`config.mk`:
```
export PLATFORM = sky130hd
export DESIGN_NAME = mem_readout_sequencer
export DESIGN_NICKNAME = d
export VERILOG_FILES = /design/src/rtl/mem_readout_sequencer_pkg.sv /design/src/rtl/mem_readout_sequencer_tx_byte_writer.sv /design/src/rtl/mem_readout_sequencer.sv
export SDC_FILE = /design/constraint.sdc
export NUM_CORES = 1
export LEC_CHECK = 0
export ABC_AREA = 1
export BUFFER_PORTS_ARGS = -buffer_cell sky130_fd_sc_hd__buf_2
export CAP_MARGIN = 10
export CORE_ASPECT_RATIO = 0.5
export CORE_UTILIZATION = 55
export CTS_BUF_LIST = sky130_fd_sc_hd__clkbuf_16
export DETAILED_ROUTE_END_ITERATION = 10
export GPL_ROUTABILITY_DRIVEN = 0
export HOLD_SLACK_MARGIN = 0.06
export PLACE_DENSITY = 0.79
export SYNTH_ARGS = -nofsm -noshare
export SYNTH_HDL_FRONTEND = slang
export SYNTH_HIERARCHICAL = 1
export SYNTH_SLANG_ARGS = --single-unit
```
`constraint.sdc`:
```
create_clock -name clk -period 5.8 [get_ports clk]
set_clock_uncertainty 0.1 [all_clocks]
set_input_delay 1.16 -clock clk [delete_from_list [all_inputs] [get_ports clk]]
set_output_delay 1.16 -clock clk [all_outputs]
set_load 0.03 [all_outputs]
```
`src/rtl/mem_readout_sequencer_pkg.sv`:
```
// Shared definitions for the memory read-out sequencer: state encoding,
// default framing bytes and word geometry.
package mem_readout_pkg;

  typedef enum logic [2:0] {
    ST_IDLE = 3'd0,
    ST_HDR  = 3'd1,
    ST_REQ  = 3'd2,
    ST_WAIT = 3'd3,
    ST_BYTE = 3'd4,
    ST_NEXT = 3'd5,
    ST_TRL  = 3'd6,
    ST_DONE = 3'd7
  } state_e;

  localparam int         ADDR_W_DEF     = 30;
  localparam int         BYTES_PER_WORD = 4;
  localparam logic [7:0] HDR_BYTE_DEF   = 8'h24;
  localparam logic [7:0] TRL_BYTE_DEF   = 8'h0A;

  function automatic int bytes_per_word(input int data_w);
    return data_w / 8;
  endfunction

endpackage

```
`src/rtl/mem_readout_sequencer_tx_byte_writer.sv`:
```
// Paced writer into the UART TX FIFO. A byte offered with i_valid is taken
// only when the FIFO is not full and no write went out in the current cycle,
// so writes are spaced by at least one idle cycle and the full flag (which
// lags a write by one cycle) is always settled when it is examined.
module tx_byte_writer (
  input  logic       clk,
  input  logic       reset_n,
  input  logic       i_valid,
  input  logic [7:0] i_byte,
  input  logic       i_full,
  output logic       o_accepted,
  output logic [7:0] o_tx_data,
  output logic       o_tx_write
);

  logic       r_tx_write;
  logic [7:0] r_tx_data;
  logic       w_accept;

  assign w_accept   = i_valid & ~i_full & ~r_tx_write;
  assign o_accepted = w_accept;
  assign o_tx_write = r_tx_write;
  assign o_tx_data  = r_tx_data;

  // Register the strobe and byte so the FIFO sees clean one-cycle writes.
  always_ff @(posedge clk) begin
    if (!reset_n) begin
      r_tx_write <= 1'b0;
      r_tx_data  <= '0;
    end else begin
      r_tx_write <= w_accept;
      if (w_accept) begin
        r_tx_data <= i_byte;
      end
    end
  end

endmodule

```
`src/rtl/mem_readout_sequencer.sv`:
```
// Memory read-out sequencer: fetches words start..end from acquisition
// memory and streams them LSB-first into the UART TX FIFO, framed by a
// header and trailer byte.
//
// state | meaning
// IDLE  | waiting for start; range check on start
// HDR   | offering the header byte
// REQ   | issuing a read request for addr_cnt
// WAIT  | request outstanding until mem_rd_valid
// BYTE  | offering the low byte of the shift register
// NEXT  | end-of-range compare, else advance address
// TRL   | offering the trailer byte
// DONE  | one-cycle done pulse
module mem_readout_sequencer
  import mem_readout_pkg::*;
#(
  parameter int         ADDR_W   = ADDR_W_DEF,
  parameter int         DATA_W   = 8 * BYTES_PER_WORD,
  parameter logic [7:0] HDR_BYTE = HDR_BYTE_DEF,
  parameter logic [7:0] TRL_BYTE = TRL_BYTE_DEF
) (
  input  logic              clk,
  input  logic              reset_n,
  input  logic              start,
  input  logic              abort,
  input  logic [ADDR_W-1:0] addr_start,
  input  logic [ADDR_W-1:0] addr_end,
  output logic              mem_rd_req,
  output logic [ADDR_W-1:0] mem_rd_addr,
  input  logic              mem_rd_valid,
  input  logic [DATA_W-1:0] mem_rd_data,
  output logic [7:0]        tx_data,
  output logic              tx_write,
  input  logic              tx_buffer_full,
  output logic              busy,
  output logic              done,
  output logic              error
);

  localparam int BPW    = bytes_per_word(DATA_W);
  localparam int BCNT_W = (BPW > 1) ? $clog2(BPW) : 1;

  state_e              r_state;
  state_e              w_state_nxt;
  logic [ADDR_W-1:0]   r_addr_cnt;
  logic [ADDR_W-1:0]   r_addr_end;
  logic [ADDR_W-1:0]   r_addr;
  logic                r_req;
  logic [DATA_W-1:0]   r_shift;
  logic [BCNT_W-1:0]   r_byte_cnt;
  logic                r_error;
  logic                r_rej_done;
  logic                r_abort_pend;

  logic                w_tx_valid;
  logic [7:0]          w_tx_byte;
  logic                w_tx_accepted;
  logic                w_start_ok;
  logic                w_start_bad;
  logic                w_issue_req;
  logic                w_drop_req;
  logic                w_capture;
  logic                w_byte_adv;
  logic                w_addr_inc;
  logic                w_abort_hit;

  tx_byte_writer u_tx (
    .clk        (clk),
    .reset_n    (reset_n),
    .i_valid    (w_tx_valid),
    .i_byte     (w_tx_byte),
    .i_full     (tx_buffer_full),
    .o_accepted (w_tx_accepted),
    .o_tx_data  (tx_data),
    .o_tx_write (tx_write)
  );

  // State register.
  always_ff @(posedge clk) begin
    if (!reset_n) begin
      r_state <= ST_IDLE;
    end else begin
      r_state <= w_state_nxt;
    end
  end

  // Byte offered to the TX writer; withheld on abort so no data byte slips out.
  always_comb begin
    w_tx_valid = 1'b0;
    w_tx_byte  = '0;
    case (r_state)
      ST_HDR: begin
        w_tx_valid = ~abort;
        w_tx_byte  = HDR_BYTE;
      end
      ST_BYTE: begin
        w_tx_valid = ~abort;
        w_tx_byte  = r_shift[7:0];
      end
      ST_TRL: begin
        w_tx_valid = 1'b1;
        w_tx_byte  = TRL_BYTE;
      end
      default: ;
    endcase
  end

  // Next-state and datapath control decode.
  always_comb begin
    w_state_nxt = r_state;
    w_start_ok  = 1'b0;
    w_start_bad = 1'b0;
    w_issue_req = 1'b0;
    w_drop_req  = 1'b0;
    w_capture   = 1'b0;
    w_byte_adv  = 1'b0;
    w_addr_inc  = 1'b0;
    w_abort_hit = 1'b0;
    case (r_state)
      ST_IDLE: begin
        if (start) begin
          if (addr_end >= addr_start) begin
            w_start_ok  = 1'b1;
            w_state_nxt = ST_HDR;
          end else begin
            w_start_bad = 1'b1;
          end
        end
      end
      ST_HDR: begin
        if (abort) begin
          w_abort_hit = 1'b1;
          w_state_nxt = ST_TRL;
        end else if (w_tx_accepted) begin
          w_state_nxt = ST_REQ;
        end
      end
      ST_REQ: begin
        if (abort) begin
          w_abort_hit = 1'b1;
          w_state_nxt = ST_TRL;
        end else begin
          w_issue_req = 1'b1;
          w_state_nxt = ST_WAIT;
        end
      end
      ST_WAIT: begin
        // An outstanding request always completes before abort takes effect.
        if (mem_rd_valid) begin
          w_drop_req = 1'b1;
          if (abort || r_abort_pend) begin
            w_abort_hit = 1'b1;
            w_state_nxt = ST_TRL;
          end else begin
            w_capture   = 1'b1;
            w_state_nxt = ST_BYTE;
          end
        end
      end
      ST_BYTE: begin
        if (abort) begin
          w_abort_hit = 1'b1;
          w_state_nxt = ST_TRL;
        end else if (w_tx_accepted) begin
          w_byte_adv = 1'b1;
          if (r_byte_cnt == BCNT_W'(BPW - 1)) begin
            w_state_nxt = ST_NEXT;
          end
        end
      end
      ST_NEXT: begin
        // Compare before increment so the top address ends without wrapping.
        if (abort) begin
          w_abort_hit = 1'b1;
          w_state_nxt = ST_TRL;
        end else if (r_addr_cnt == r_addr_end) begin
          w_state_nxt = ST_TRL;
        end else begin
          w_addr_inc  = 1'b1;
          w_state_nxt = ST_REQ;
        end
      end
      ST_TRL: begin
        w_abort_hit = abort;
        if (w_tx_accepted) begin
          w_state_nxt = ST_DONE;
        end
      end
      ST_DONE: begin
        w_state_nxt = ST_IDLE;
      end
      default: begin
        w_state_nxt = ST_IDLE;
      end
    endcase
  end

  // Address, request, shift register and status registers.
  always_ff @(posedge clk) begin
    if (!reset_n) begin
      r_addr_cnt   <= '0;
      r_addr_end   <= '0;
      r_addr       <= '0;
      r_req        <= 1'b0;
      r_shift      <= '0;
      r_byte_cnt   <= '0;
      r_error      <= 1'b0;
      r_rej_done   <= 1'b0;
      r_abort_pend <= 1'b0;
    end else begin
      r_rej_done   <= w_start_bad;
      r_abort_pend <= (r_state == ST_WAIT) && !mem_rd_valid && (abort || r_abort_pend);
      if (w_start_ok) begin
        r_addr_cnt <= addr_start;
        r_addr_end <= addr_end;
        r_error    <= 1'b0;
      end
      if (w_start_bad || w_abort_hit) begin
        r_error <= 1'b1;
      end
      if (w_issue_req) begin
        r_req  <= 1'b1;
        r_addr <= r_addr_cnt;
      end
      if (w_drop_req) begin
        r_req <= 1'b0;
      end
      if (w_capture) begin
        r_shift    <= mem_rd_data;
        r_byte_cnt <= '0;
      end
      if (w_byte_adv) begin
        r_shift    <= r_shift >> 8;
        r_byte_cnt <= r_byte_cnt + BCNT_W'(1);
      end
      if (w_addr_inc) begin
        r_addr_cnt <= r_addr_cnt + ADDR_W'(1);
      end
    end
  end

  assign mem_rd_req  = r_req;
  assign mem_rd_addr = r_addr;
  assign busy        = (r_state != ST_IDLE) && (r_state != ST_DONE);
  assign done        = (r_state == ST_DONE) || r_rej_done;
  assign error       = r_error;

endmodule

```
==> results.py <==
metrics = {
    "outcome": {
        "status": "complete, no violations",
    },
    "floorplanning": {
        "rows": 30,
        "initial_core_util_pct": 57.7,
        "io_pins": 141,
        "die_w_um": 173,
        "die_area_um2": 15100,
        "fp.dieH_um": 87.4,
        "core_um2": 13900,
    },
    "synthesis": {
        "ys_seq_area_share_pct": 35.0,
        "synth.area.top_cells": "dfxtp_1 35%, nand2_1 11%, nor2_1 9.7%",
        "syn_avg_cell_area_um2": 6.71,
        "postSynthCellCount": 1195,
        "ys_types": 38,
        "synth_area_um2": 8020,
        "synth_warnings": 6,
        "synth_top_area_share_pct": 35.0,
        "synth.largest_area_cell": "dfxtp_1",
        "synth-seq-cells": 140,
        "synth.net_count": 1325,
    },
    "worst_setup_path": {
        "crit_top_cell": "nand2_1",
        "path_class": "input pin to register",
        "worst_ep_required_time_ps": 6030,
        "cp.buffers_inverters": 4,
        "crit_path_end_kind": "register",
        "slowest_delay_ps": 480,
        "path_max_fanout": 36,
        "crit_slowest_cell": "nand2_2",
        "path_cells": "buf_2 -> inv_1 -> ha_1 -> nand2_1 -> nor2_1 -> nand2_1 -> inv_1 -> o21ai_1 -> nand2_1 -> nor2_1 -> nand3_2 -> nand2_2 -> buf_4 -> nand3_1 -> a21oi_1",
        "crit_arrival_ps": 3760,
        "critPathLaunchType": "input pin",
        "cp_top_family": "simple AND/OR/NAND/NOR gates",
    },
    "sta": {
        "setup_viol": 0,
        "hold_ws_ps": 366,
        "fin_setup_tns_ps": 0,
        "setup_ws_ps": 2270,
        "period_share_pct": 60.8,
        "slew_headroom_pct": 29.5,
        "final_hold_viol_count": 0,
        "grt_setup_unrepaired": "false",
        "fmax_mhz": 283,
        "worstMarginPinSlew_ps": 1060,
        "slew_violations": 0,
        "period_minus_slack_ps": 3530,
    },
    "place": {
        "preCtsSetupSlack_ps": 1930,
        "hpwlAfterDp_um": 15600,
        "io_buffers": 140,
        "place_area_um2": 8670,
        "dp_cells": 1470,
    },
    "finish": {
        "n_antenna_cell": 0,
        "final_util_pct": 67.0,
        "areaGrowthSynthToFinish_pct": 16.0,
        "final_cell_mix": "236 x nand2_1, 208 x nor2_1, 140 x dfxtp_1, 140 x buf_2, 123 x inv_1",
        "stdcell_count": 1503,
        "nets": 1428,
        "final_common_cell": "nand2_1",
        "design_area_um2": 9300,
        "drive_above_1_share_pct": 16.0,
    },
    "grt": {
        "grt_use_met1_pct": 38.5,
        "grt_pass1_vias": 7310,
        "grt_use_met2_pct": 48.4,
        "antenna_found_initial": 0,
        "busiest_layer": "met2",
        "grt_usage_pct": 29.4,
        "grt_max_degree": 57,
        "grt_pass1_wl_um": 35500,
        "gr-total-overflow": 0,
        "met3_usage_pct": 6.98,
    },
    "clock_tree": {
        "clockRootBuffer": "clkbuf_16",
        "cts.clk_slew.worst_paths_ps": 60,
        "postCtsSetupRepairBufs": 0,
        "cts_tree": "yes",
        "ctsHtreeMaxLevel": 4,
        "clock_sinks": 140,
        "numCtsBuffers": 17,
        "clk_latency_ps": 430,
        "hold_buffers": 0,
        "cts_buffer_depth": 2,
        "ctsResizeCount": 0,
    },
    "worst_hold_path": {
        "min_path_type": "register to register",
    },
    "detailed_routing": {
        "finalWirelength_um": 22000,
        "drtIter0Drc": 900,
        "vias_per_cell": 5.46,
        "drc": 0,
        "wl_per_cell_um": 14.7,
        "ant_nets": 0,
        "num_vias": 8201,
        "drtPass1Iterations": 6,
    },
    "power_and_ir_drop": {
        "power.internal_mw": 2.08,
        "cellLeakagePower_nw": 4.26,
        "combPwrFrac_pct": 26.3,
        "p_sw_mw": 1.08,
        "total_power_mw": 3.17,
        "power.share.clock_pct": 35.5,
        "vdd_ir_drop_max_v": 0.000262,
        "switching_share_pct": 34.2,
        "p_per_area_nw_per_um2": 340,
        "seqPwrFrac_pct": 38.2,
    },
    "job": {
        "maxCapViolCount": 0,
    },
}
[kinds of logic (layout without fill, tap and decap cells)]
family | count (synthesis) | in the layout | share of synthesized area [%]
xor gates and xnor gates | 41 | 41 | 4.48
adders and majority gates | 32 | 32 | 4.99
DFF | 140 | 140 | 35.0
and+or+nand+nor | 613 | 613 | 33.3
AOI/OAI and AO/OA | 175 | 175 | 11.9
buffers and inverters | 194 | 310 | 10.4
[flip-flops by register name, summed over array words and instances, names as in the netlist]
register         flops
error                1
mem_rd_addr         30
mem_rd_req           1
r_abort_pend         1
r_addr_cnt          30
r_addr_end          30
r_byte_cnt           2
r_rej_done           1
r_shift             32
r_state              3
u_tx/o_tx_data       8
u_tx/o_tx_write      1
[worst reg2reg max path, stage by stage, from the launching register on]
cell	delay, ps
dfxtp_1	540
inv_1	110
nor2_1	140
nand3_1	590
inv_1	1050
o21ai_0	220
a21oi_1	150
[layer usage]
layer  routed length (µm)  up-vias
li1                     -     4076
met1                 9930     3729
met2                 9930      363
met3                 1810       33
met4                  352        0
met5                    0        -
[power by group through the flow]
stage	registers [mW]	clock network, mW	logic, mW
CTS	1.21	1.13	0.823
floorplan	1.26	0	0.569
global route	1.23	1.17	0.928
global placement	1.22	0	0.793
finish	1.21	1.12	0.833
detailed placement	1.23	0	0.813
[final timing paths]
path                  start              end  slack [ps]  cells after the start
min             r_shift[25]      r_shift[25]         370                      2
max          addr_start[25]    r_addr_cnt[4]        2270                     15
max reg2reg      r_state[1]  mem_rd_addr[13]        2810                      6
min reg2reg     r_shift[25]      r_shift[25]         370                      2
[area by class of cell]
type,instances,area [µm²]
fill,1233,4590
multi-input combinational,861,4380
sequential,140,2800
timing repair buffer,149,788
inverter,129,484
clock buffer,17,425
tap,192,240
clock inverter,15,181
[cells in the mapped netlist, drive strengths merged]
| master | instances |
|---|---|
| a21boi | 1 |
| a21o | 2 |
| a21oi | 68 |
| a31oi | 1 |
| buf | 42 |
| clkbuf | 23 |
| clkinv | 2 |
| dfxtp | 140 |
| ha | 32 |
| inv | 127 |
| nand2 | 242 |
| nand3 | 80 |
| nand3b | 8 |
| nand4 | 35 |
| nor2 | 223 |
| nor3 | 21 |
| nor3b | 1 |
| o211ai | 2 |
| o21ai | 84 |
| o221ai | 17 |
| or2 | 3 |
| xnor2 | 26 |
| xor2 | 15 |
(Power assumes the default switching activity.)
